===== config.mk =====
export PLATFORM = sky130hd
export DESIGN_NAME = if_fetch
export DESIGN_NICKNAME = d
export VERILOG_FILES = /design/src/rtl/if_fetch.sv
export SDC_FILE = /design/constraint.sdc
export NUM_CORES = 1
export LEC_CHECK = 0
export ABC_AREA = 1
export CORE_MARGIN = 2
export CORE_UTILIZATION = 46
export CTS_BUF_LIST = sky130_fd_sc_hd__clkbuf_8 sky130_fd_sc_hd__clkbuf_16
export CTS_CLUSTER_DIAMETER = 120
export DETAILED_ROUTE_END_ITERATION = 12
export PLACE_DENSITY = 0.73
export SLEW_MARGIN = 10
export SYNTH_ARGS = -nofsm -noshare
export SYNTH_HDL_FRONTEND = slang
export SYNTH_SLANG_ARGS = --single-unit

===== constraint.sdc =====
create_clock -name clk -period 5.4 [get_ports clk]
set_clock_uncertainty 0.1 [all_clocks]
set_input_delay 1.08 -clock clk [delete_from_list [all_inputs] [get_ports clk]]
set_output_delay 1.08 -clock clk [all_outputs]
set_load 0.05 [all_outputs]

===== src/rtl/if_fetch.sv =====
// RV32I instruction fetch: reads an instruction as four bytes over a shared byte-wide port,
// assembles it little-endian and holds it for IF/ID until downstream consumes it.
module if_fetch #(
   parameter logic [31:0] RESET_PC = 32'h0000_0000
) (
   input  logic        clk,
   input  logic        rst,
   input  logic        rdy,
   input  logic        br_taken,
   input  logic [31:0] br_addr,
   input  logic        hold,
   input  logic        mem_busy,
   input  logic [7:0]  mem_din,
   output logic        mem_req,
   output logic [31:0] mem_addr,
   output logic [31:0] if_pc,
   output logic [31:0] if_inst,
   output logic        stall_req
);

   typedef enum logic {FETCH = 1'b0, DONE = 1'b1} state_e;

   state_e           state_q, state_d;
   logic [31:0]      fetch_pc_q, fetch_pc_d;
   logic [2:0]       ic_q, ic_d;
   logic [2:0]       rc_q, rc_d;
   logic             pend_q, pend_d;
   logic [2:0][7:0]  byte_q, byte_d;
   logic [31:0]      if_pc_q, if_pc_d;
   logic [31:0]      if_inst_q, if_inst_d;
   logic             grant;

   // A redirect suppresses issue in its own cycle so no stale-address byte is requested.
   assign mem_req   = rdy & (state_q == FETCH) & (ic_q < 3'd4) & ~br_taken;
   assign mem_addr  = (state_q == FETCH) ? fetch_pc_q + {29'd0, ic_q} : 32'd0;
   assign grant     = mem_req & ~mem_busy;
   assign if_pc     = if_pc_q;
   assign if_inst   = if_inst_q;
   assign stall_req = (state_q == FETCH);

   always_comb begin
      state_d    = state_q;
      fetch_pc_d = fetch_pc_q;
      ic_d       = ic_q;
      rc_d       = rc_q;
      pend_d     = pend_q;
      byte_d     = byte_q;
      if_pc_d    = if_pc_q;
      if_inst_d  = if_inst_q;
      if (rdy) begin
         if (br_taken) begin
            // Redirect wins over hold and over a byte arriving this cycle.
            fetch_pc_d = br_addr;
            ic_d       = 3'd0;
            rc_d       = 3'd0;
            pend_d     = 1'b0;
            state_d    = FETCH;
         end else begin
            pend_d = grant;
            if (grant) ic_d = ic_q + 3'd1;
            if (pend_q) begin
               if (rc_q == 3'd3) begin
                  if_inst_d = {mem_din, byte_q[2], byte_q[1], byte_q[0]};
                  if_pc_d   = fetch_pc_q;
                  rc_d      = 3'd4;
                  state_d   = DONE;
               end else begin
                  byte_d[rc_q[1:0]] = mem_din;
                  rc_d              = rc_q + 3'd1;
               end
            end
            if (state_q == DONE && !hold) begin
               fetch_pc_d = fetch_pc_q + 32'd4;
               ic_d       = 3'd0;
               rc_d       = 3'd0;
               state_d    = FETCH;
            end
         end
      end
   end

   always_ff @(posedge clk or negedge rst) begin
      if (!rst) begin
         state_q    <= FETCH;
         fetch_pc_q <= RESET_PC;
         ic_q       <= 3'd0;
         rc_q       <= 3'd0;
         pend_q     <= 1'b0;
         byte_q     <= '0;
         if_pc_q    <= 32'd0;
         if_inst_q  <= 32'd0;
      end else begin
         state_q    <= state_d;
         fetch_pc_q <= fetch_pc_d;
         ic_q       <= ic_d;
         rc_q       <= rc_d;
         pend_q     <= pend_d;
         byte_q     <= byte_d;
         if_pc_q    <= if_pc_d;
         if_inst_q  <= if_inst_d;
      end
   end

endmodule


==> impl_results.md, run 1 <==
- # clock sinks: 128
- GRT overflow: 0
- Tightest Pin Transition: 1.05 ns
- Routed wire length: 18700 µm
- Die Span X: 125 µm
- Relative slew slack: 0.298
- Seq pwr share: 0.362
- CTS max path bufs: 2
- Most instantiated cells after synthesis: nand2_1 (260), dfrtp_1 (128), nor2_1 (94)
- Cell variety after synth: 30
- Num rows: 44
- Antenna diode count: 0
- Status: finished clean
- Initial core utilization: 0.467
- Placed Instance Area: 0.00834 mm²
- Via count: 6309
- Most common cell in the netlist: nand2_1
- RD Place Congestion: 0.912
- Sw Share: 0.392
- Average size of a mapped cell: 7.65 µm²
- Final worst path period need: 4.58 ns
- Core ar.: 0.0145 mm²
- Die Height: 125 µm
- Initial antenna violation count: 0
- DRC: 0
- Routed len/inst: 15.4 µm
- Number of synthesis warnings: 0
- # fillers: 1311
- CP cell instances: ha_1 -> inv_1 -> fa_1 -> inv_1 -> nand2_1 -> a21oi_1 -> nand2_1 -> nor2_1 -> o21ai_0 -> a21oi_1 -> clkdlybuf4s50_1
- Max H-tree Level: 4
- Final ANT Viol Nets: 0
- FMAX: 218 MHz
- Final Max Tran Viols: 0
- Seq/Total Area, Yosys: 0.473
- Resize count post-CTS: 0
- Design area: 0.00892 mm²
- Min Hold Slack: 0.383 ns
- Final setup viols: 0
- Vias in the first global route: 5815
- EDFF count, synth: 0
- Hold crit path type: flip-flop to flip-flop
- Largest cells by area after synthesis: dfrtp_1 (47%), nand2_1 (14%), o21ai_0 (6.6%)
- Area Overhead vs Synth: 31.8%
- TritonCTS clock tree: built
- Total of max-cap violations: 0
- Worst path slowest cell: clkdlybuf4s50_1
- First-pass GRT wire length: 30400 µm
- Syn_nets: 942
- Clock transition at path regs: 0.06 ns
- Mapped Area: 0.00677 mm²
- Final Hold Viols: 0
- Total power: 3.61 mW
- Hold_buf cts: 0
- Maximum vdd drop: 0.232 mV
- Drt via density: 5.18
- Pint: 2.19 mW
- Startpoint types: flip-flop
- Yosys reg bits: 128
- Comb pwr share: 0.325
- Die area: 0.0157 mm²
- Total Neg Setup Slack: 0 ns
- Ys async rst share: 1.00
- Pwr Density: 405 mW/mm²
- RSZ-0062 raised after global routing: no
- Top Ports: 144
- Crit path buf inv count: 3
- CP endpoint kind: output port
- 1st-pass router iterations: 5
- Critical Path AT: 3.40 ns
- Critical path class: flip-flop to output port
- Final period utilization: 0.848
- Clk Latency, worst-skew pair: 0.42 ns
- CP max stage delay: 0.82 ns
- Post-synthesis cell count: 885
- Leakage power: 4.28 nW
- Share of cells above drive strength 1: 0.0938
- Final net count: 1078
- TritonCTS buffer count: 17
- Top FF cell, synth: dfrtp_1
- Largest net degree at the start of global routing: 105
- GRT Overall Usage: 0.244
- Crit-path leading delay family: buffers and inverters
- Port bufs: 143
- Clk root buf: clkbuf_16
- CP required: 4.22 ns
- Clock Power Share: 0.313
- Share of the synthesized area in the top cell type: 0.473
- Crit path max fanout: 4
- Postcts setup bufs: 0
- Hpwl dp: 13300 µm
- Initial DRC Count: 543
- P_sw: 1.42 mW
- Cell type with the highest aggregate area in the netlist: dfrtp_1
cells in the final DEF (no fill, tap or decap), types with 4 or more instances in the layout:
master | netlist | layout
nand2_1 | 260 | 259
nand2_2 | 7 | 7
clkdlybuf4s50_1 | 0 | 141
inv_6 | 0 | 6
nor2_1 | 94 | 94
dfrtp_1 | 128 | 128
nand3_1 | 43 | 43
a21oi_1 | 45 | 45
mux2_2 | 24 | 24
nand4_1 | 7 | 7
nor3_1 | 6 | 6
o21ai_1 | 15 | 15
nor2_4 | 6 | 6
inv_2 | 4 | 4
buf_4 | 0 | 8
ha_1 | 10 | 10
clkbuf_16 | 0 | 17
o21ai_0 | 89 | 89
inv_1 | 88 | 88
nor2_2 | 12 | 12
through the flow:
step / std cells / utilization / setup slack [ns]
6_report: 1218 / 0.616 / 0.819
5_1_grt: 1218 / 0.616 / 0.612
4_1_cts: 1218 / 0.616 / 0.758
3_5_place_dp: 1186 / 0.576 / 1.25
3_3_place_gp: 1186 / 0.576 / 1.30
2_1_floorplan: 885 / - / 1.61
worst min-delay path, stage by stage (launching register included):
cell and delay, ns:
dfrtp_1 0.34, nand2_1 0.05, o21ai_0 0.06
cell type report:
cell class              instances  area, µm²  share of cell area
clock buffers                  18        439              0.0492
clock inverters                14        144              0.0161
inverters                      92        345              0.0387
multi-input cells             633       3090               0.346
flip-flops and latches        128       3200               0.359
well taps                     184        230              0.0258
repair buffers                149       1470               0.165
power by group through the flow:
| stage | logic (mW) | clock network (mW) | registers [mW] |
|---|---|---|---|
| floorplan | 0.561 | 0 | 1.50 |
| global placement | 1.16 | 0 | 1.31 |
| detailed placement | 1.17 | 0 | 1.32 |
| CTS | 1.18 | 1.14 | 1.30 |
| global route | 1.27 | 1.19 | 1.33 |
| finish | 1.17 | 1.13 | 1.31 |
path summary, 6_finish.rpt:
path / start / end / slack [ns] / cells after the start
worst max-delay path: ic_q[0] / mem_addr[12] / 0.82 / 11
worst min-delay path: if_pc[0] / if_pc[0] / 0.38 / 2
worst max register to register: state_q / fetch_pc_q[14] / 2.61 / 10
worst min register to register: if_pc[0] / if_pc[0] / 0.38 / 2
max in group asynchronous: rst / if_inst[24] / 3.57 / 2
min in group asynchronous: rst / if_inst[17] / 0.65 / 1
per-layer routing:
| layer | wire, µm | track usage | part of all wire | up-vias |
|---|---|---|---|---|
| met3 | 1390 | 0.0475 | 0.074 | 24 |
| met2 | 8510 | 0.370 | 0.45 | 248 |
| met4 | 267 | 0.0784 | 0.014 | 0 |
| met1 | 8550 | 0.355 | 0.46 | 2918 |
| li1 | - | - | - | 3119 |
| met5 | 0 | 0 | 0 | - |
sequential cells by signal (all words and copies together) (netlist names):
name and cells:
fetch_pc_q 32, if_inst 32, if_pc 32, byte_q 24, ic_q 3, rc_q 3
pend_q 1, state_q 1
cell families (layout without fill, tap and decap cells):
logic type / Yosys count / in the layout / share of synthesized area
AOI/OAI and AO/OA: 157 / 157 / 0.119
xor gates and xnor gates: 3 / 3 / 0.00388
adders and majority gates: 11 / 11 / 0.0214
DFF: 128 / 128 / 0.473
and+or+nand+nor: 438 / 438 / 0.271
buffers and inverters: 124 / 273 / 0.0716
muxes: 24 / 24 / 0.0399
(Power assumes the default switching activity.)
==> inputs of run 2 (changes only) <==
PLACE_DENSITY = 0.76   (was 0.73)
clock period = 3.8 ns   (was 5.4 ns; I/O delays follow)
==> run 2 against run 1 <==
Against the previous run: total power up 46%; final cell count grew 0.49%; design area rose by 1.7%; wire length up 4.6%; non-clock buffer count rose by 6; utilization rose by 1.0 points; combinational power is 46% higher; via count up 1.4%; clock-buffer cell count unchanged; first-iteration DRC count grew 3.3%; worst hold slack worse by 0.16 ns; sequential power rose by 42%; largest cell class unchanged; largest power group unchanged.
==> impl_results.md, run 2 (same netlist as run 1, synthesis figures left out) <==
- First-pass GRT wire length: 31300 µm (+3.0%)
- GR Util met1: 0.361 (+0.00598)
- Hold_buf cts: 0 (unchanged)
- TritonCTS buffer count: 17 (unchanged)
- Crit path max fanout: 4 (unchanged)
- Initial core utilization: 0.467 (unchanged)
- Placed Instance Area: 0.00842 mm² (+1.1%)
- 1st-pass router iterations: 8 (+3)
- Top Ports: 144 (unchanged)
- Routed len/inst: 16.0 µm (+4.1%)
- Total Neg Setup Slack: 0 ns (unchanged)
- Setup WS pre-CTS: 0.449 ns (-0.800 ns)
- Routed wire length: 19600 µm (+4.6%)
- Final Max Tran Viols: 0 (unchanged)
- Maximum vdd drop: 0.327 mV (+41%)
- Max H-tree Level: 4 (unchanged)
- Final setup viols: 0 (unchanged)
- Critical Path AT: 2.78 ns (-0.62 ns)
- DRC: 0 (unchanged)
- Fin cells: 1224 (+0.49%)
- Critical path class: flip-flop to output port
- GRT Overall Usage: 0.252 (+0.00780)
- Final ANT Viol Nets: 0 (unchanged)
- GRT overflow: 0 (unchanged)
- CP required: 2.94 ns (-1.28 ns)
- Busiest grt layer: met2
- Final worst path period need: 3.64 ns
- Pint: 3.21 mW (+46%)
- Tightest Pin Transition: 1.03 ns (-0.0273 ns)
- Antenna diode count: 0 (unchanged)
- RD Place Congestion: 0.972 (+6.6%)
- Setup WS post-layout: 0.163 ns (-0.655 ns)
- M3 GR Usage: 0.0466 (-0.000856)
- Area Overhead vs Synth: 34.0%
- Most frequent cells in the layout: nand2_1 (258), dfrtp_1 (128), clkdlybuf4s50_1 (119)
- Placed Instances: 1192 (+0.51%)
- Clock Power Share: 0.322 (+0.009)
- Crit. Startpoint: ic_q[0]
- Die Height: 125 µm (unchanged)
- Startpoint types: flip-flop
- M2 GR Usage: 0.395 (+0.0259)
- Final net count: 1084 (+0.56%)
- Clk Latency, worst-skew pair: 0.42 ns (about the same)
- # fillers: 1244 (-5.1%)
- Relative slew slack: 0.316 (+0.0182)
- Reg2reg start: rc_q[0]
- Clk root buf: clkbuf_16
- Comb pwr share: 0.325 (about the same)
- Hold crit path type: primary input to asynchronous set/reset pin
- FMAX: 275 MHz
- Commonest non-fill, non-tap cell in the layout: nand2_1
- Via count: 6400 (+1.4%)
- Sw Share: 0.391 (-0.00123)
- Final period utilization: 0.957
- P_sw: 2.06 mW (+45%)
- Initial antenna violation count: 0 (unchanged)
- Port bufs: 143 (unchanged)
- TritonCTS clock tree: built
- Core Util, Final: 0.626 (+0.0103)
- Die area: 0.0157 mm² (unchanged)
- Vias in the first global route: 6031 (+3.7%)
- Clock transition at path regs: 0.06 ns (about the same)
- Largest net degree at the start of global routing: 105 (unchanged)
- Pwr Density: 581 mW/mm² (+43%)
- Status: finished clean
- # clock sinks: 128 (unchanged)
- Leakage power: 4.45 nW (+3.9%)
- Share of cells above drive strength 1: 0.116 (+0.0225)
- Initial DRC Count: 561 (+3.3%)
- Seq pwr share: 0.352 (-0.010)
- Die Span X: 125 µm (unchanged)
- Final Hold Viols: 0 (unchanged)
- Core ar.: 0.0145 mm² (unchanged)
- Drt via density: 5.23 (+0.95%)
- Num rows: 44 (unchanged)
- CTS max path bufs: 2 (unchanged)
- Design area: 0.00907 mm² (+1.7%)
- Hpwl dp: 14000 µm (+4.9%)
- CP endpoint kind: output port
- Total of max-cap violations: 0 (unchanged)
==> run 2: cell count changes in the layout (fill, tap and decap cells not counted), moves of 2 or more <==
cell | before | now
a21oi_2 | 0 | 2
buf_4 | 8 | 21
clkdlybuf4s50_1 | 141 | 119
dlymetal6s2s_1 | 0 | 8
a21oi_1 | 45 | 43
buf_12 | 0 | 6
==> run 2: worst max-delay path: stages (launching register included) <==
cell and delay [ns]:
dfrtp_1 0.40, ha_1 0.20, inv_1 0.06, fa_1 0.37
inv_1 0.06, nand2_1 0.09, nand2_1 0.09, nand3_1 0.16
nor2_1 0.35, o21ai_0 0.13, a21oi_1 0.19, buf_4 0.24
==> run 2: worst paths after layout <==
kind	depth (start not counted)	end	slack (ns)
min in group clk	2	if_pc[31]	0.38
min	1	if_inst[16]	0.23
max reg2reg	6	if_inst[11]	1.36
max	11	mem_addr[14]	0.16
max in group asynchronous	2	fetch_pc_q[16]	2.62
min reg2reg	2	if_pc[31]	0.38
==> run 2: power by group through the flow <==
stage | Clock (mW) | Combinational (mW) | Sequential (mW)
3_3_place_gp | 0 | 1.68 | 1.86
2_1_floorplan | 0 | 0.797 | 2.13
5_1_grt | 1.77 | 1.84 | 1.89
4_1_cts | 1.70 | 1.72 | 1.85
3_5_place_dp | 0 | 1.70 | 1.87
6_report | 1.70 | 1.71 | 1.86
==> run 2: per-layer routing <==
layer	wire length, µm	vias to the layer above
met3	1170	20
met5	0	-
li1	-	3129
met4	273	0
met1	9100	3000
met2	9040	251
==> run 2: layout make-up <==
type,instances,area [µm²],area share
sequential,128,3200,0.353
multi-input combinational,633,3100,0.342
timing repair buffer,155,1580,0.174
clock buffer,18,439,0.0484
inverter,92,345,0.0381
tap,184,230,0.0254
clock inverter,14,169,0.0186
==> run 2: metrics by stage <==
| stage | hold slack (ns) | power [mW] |
|---|---|---|
| finish | 0.225 | 5.27 |
| global route | 0.265 | 5.50 |
| CTS | 0.248 | 5.27 |
| detailed placement | 0.370 | 3.57 |
| global placement | 0.364 | 3.54 |
| floorplan | 0.349 | 2.92 |
==> run 2: what timing repair did <==
action | CTS | global route
setup endpoints to repair | 1 | 12
resized for setup | 1 | 13
pin swaps | 0 | 0
setup buffers | 0 | 0
==> inputs of run 3 (changes only) <==
CORE_MARGIN = default   (was 2)
==> run 3 against run 2 <==
Against the previous run: setup slack lost 0.025 ns; register-to-register slack worse by 0.03 ns; first-iteration DRC count is 12% higher; largest cell class unchanged; non-clock buffer count is 4 lower; combinational power barely moved; flip-flop and latch count did not move; wire length is 0.17% lower; sequential share of layout area about the same; utilization increased by 1.7 points; worst hold slack improved by 0.10 ns; clock power up 5%; highest routed layer unchanged; global-route usage grew 1.4 points.
==> impl_results.md, run 3 (same netlist as run 1, synthesis figures left out) <==
- Status: finished clean
- Core ar.: 0.0141 mm² (-2.6%)
- Initial antenna violation count: 0 (unchanged)
- Maximum vdd drop: 0.370 mV (+13%)
- Area Overhead vs Synth: 34.0% (about the same)
- Hpwl dp: 13500 µm (-3.4%)
- Clk root buf: clkbuf_16
- Via count: 6450 (+0.78%)
- TritonCTS buffer count: 17 (unchanged)
- Commonest non-fill, non-tap cell in the layout: nand2_1
- Final worst path period need: 3.66 ns (+0.0245 ns)
- Share of cells above drive strength 1: 0.111 (-0.00534)
- 1st-pass router iterations: 5 (-3)
- Most frequent cells in the layout: nand2_1 (258), dfrtp_1 (128), clkdlybuf4s50_1 (118)
- GRT overflow: 0 (unchanged)
- Final period utilization: 0.964 (+0.00646)
- Vias in the first global route: 5813 (-3.6%)
- Placed Instance Area: 0.00838 mm² (-0.56%)
- Port bufs: 143 (unchanged)
- Placed Instances: 1184 (-0.67%)
- Initial DRC Count: 628 (+12%)
- Total power: 5.35 mW (+1.6%)
- Hold_buf cts: 0 (unchanged)
- Final Hold Viols: 0 (unchanged)
- TritonCTS clock tree: built
- Min Hold Slack: 0.327 ns (+0.102 ns)
- Total of max-cap violations: 0 (unchanged)
- CTS max path bufs: 2 (unchanged)
- Num rows: 43 (-2.3%)
- Clk Latency, worst-skew pair: 0.42 ns (about the same)
- Final ANT Viol Nets: 0 (unchanged)
- Relative slew slack: 0.324 (+0.00758)
- Antenna diode count: 0 (unchanged)
- Largest net degree at the start of global routing: 129 (+23%)
- Final setup viols: 0 (unchanged)
- Reg2Reg Setup Slack: 1.33 ns (-0.03 ns)
- Design area: 0.00906 mm² (about the same)
- Drt via density: 5.30 (+1.4%)
- Die area: 0.0152 mm² (-3.2%)
- Postcts setup bufs: 0 (unchanged)
- Top Ports: 144 (unchanged)
- Pwr Density: 590 mW/mm² (+1.6%)
- Die Span X: 123 µm (-1.6%)
- First-pass GRT wire length: 29900 µm (-4.4%)
- Routed len/inst: 16.1 µm (+0.49%)
- Final net count: 1080 (-0.37%)
- FMAX: 273 MHz (-0.67%)
- RSZ-0062 raised after global routing: yes
- Critical path class: flip-flop to output port
- Core Util, Final: 0.643 (+0.0167)
- Crit path max fanout: 6 (+2)
- Routed wire length: 19500 µm (-0.17%)
- Die Height: 123 µm (-1.6%)
- Hold crit path type: primary input to asynchronous set/reset pin
- # clock sinks: 128 (unchanged)
- Clock transition at path regs: 0.06 ns (about the same)
- Initial core utilization: 0.480 (+0.0127)
- CP required: 2.94 ns (about the same)
- Final Max Tran Viols: 0 (unchanged)
- GRT Overall Usage: 0.266 (+0.0143)
- Leakage power: 4.46 nW (+0.12%)
- Critical Path AT: 2.80 ns (+0.02 ns)
- Startpoint types: flip-flop
- Tightest Pin Transition: 1.01 ns (-0.0114 ns)
- RD Place Congestion: 0.956 (-1.7%)
- Max H-tree Level: 4 (unchanged)
- Fin cells: 1216 (-0.65%)
- CP endpoint kind: output port
- DRC: 0 (unchanged)
## run 3: changes by cell type in the layout (fill, tap and decap cells not counted), sizes merged, moves of 2 or more
cell,change
clkbuf,+2
inv,-6
dlymetal6s2s,+2
clkinvlp,+2
bufinv,+2
buf,-4
## run 3: power breakdown
group	switching (mW)	total [mW]	internal, mW	leakage, nW
clock network	0.632	1.78	1.15	0.314
logic	1.16	1.72	0.559	2.45
registers	0.215	1.85	1.63	1.69
total	2.00	5.35	3.34	4.46
## run 3: cell type report
cell class / count / area [µm²]
fill: 1199 / 5030
sequential: 128 / 3200
multi-input combinational: 633 / 3100
timing repair buffer: 151 / 1540
clock buffer: 20 / 467
inverter: 92 / 345
tap: 180 / 225
clock inverter: 12 / 179
## run 3: worst paths after layout
check,startpoint,to,depth (start not counted)
min in group clk,if_inst[24],if_inst[24],2
hold reg to reg,if_inst[24],if_inst[24],2
setup / recovery,fetch_pc_q[2],mem_addr[31],8
hold / removal,rst,byte_q[21],2
setup reg to reg,state_q,fetch_pc_q[16],8
max in group asynchronous,rst,fetch_pc_q[21],2
## run 3: timing repair
action,in CTS,in global routing
hold endpoints to repair,0,0
resized for setup,1,14
setup endpoints to repair,1,15
## run 3: metrics by stage
step,TNS (ns),worst slack (ns)
floorplan,0,0.331
detailed placement,0,0.468
global route,-0.00272,-0.00272
global placement,0,0.506
finish,0,0.139
CTS,0,0.00565
## run 3: metal layers
layer  global-route usage  part of all wire  up-vias
li1                     -                 -     3115
met1                0.372              0.44     3012
met2                0.400              0.46      290
met3               0.0646             0.077       33
met4               0.0986             0.023        0
met5                    0                 0        -
## run 3: worst max-delay path, stage by stage, from the launching register on
cell,delay (ns)
dfrtp_1,0.44
ha_1,0.32
inv_1,0.05
nand2_1,0.12
nand3_4,0.15
nor2_4,0.17
a21oi_1,0.08
nor2_1,0.21
clkdlybuf4s50_1,0.84
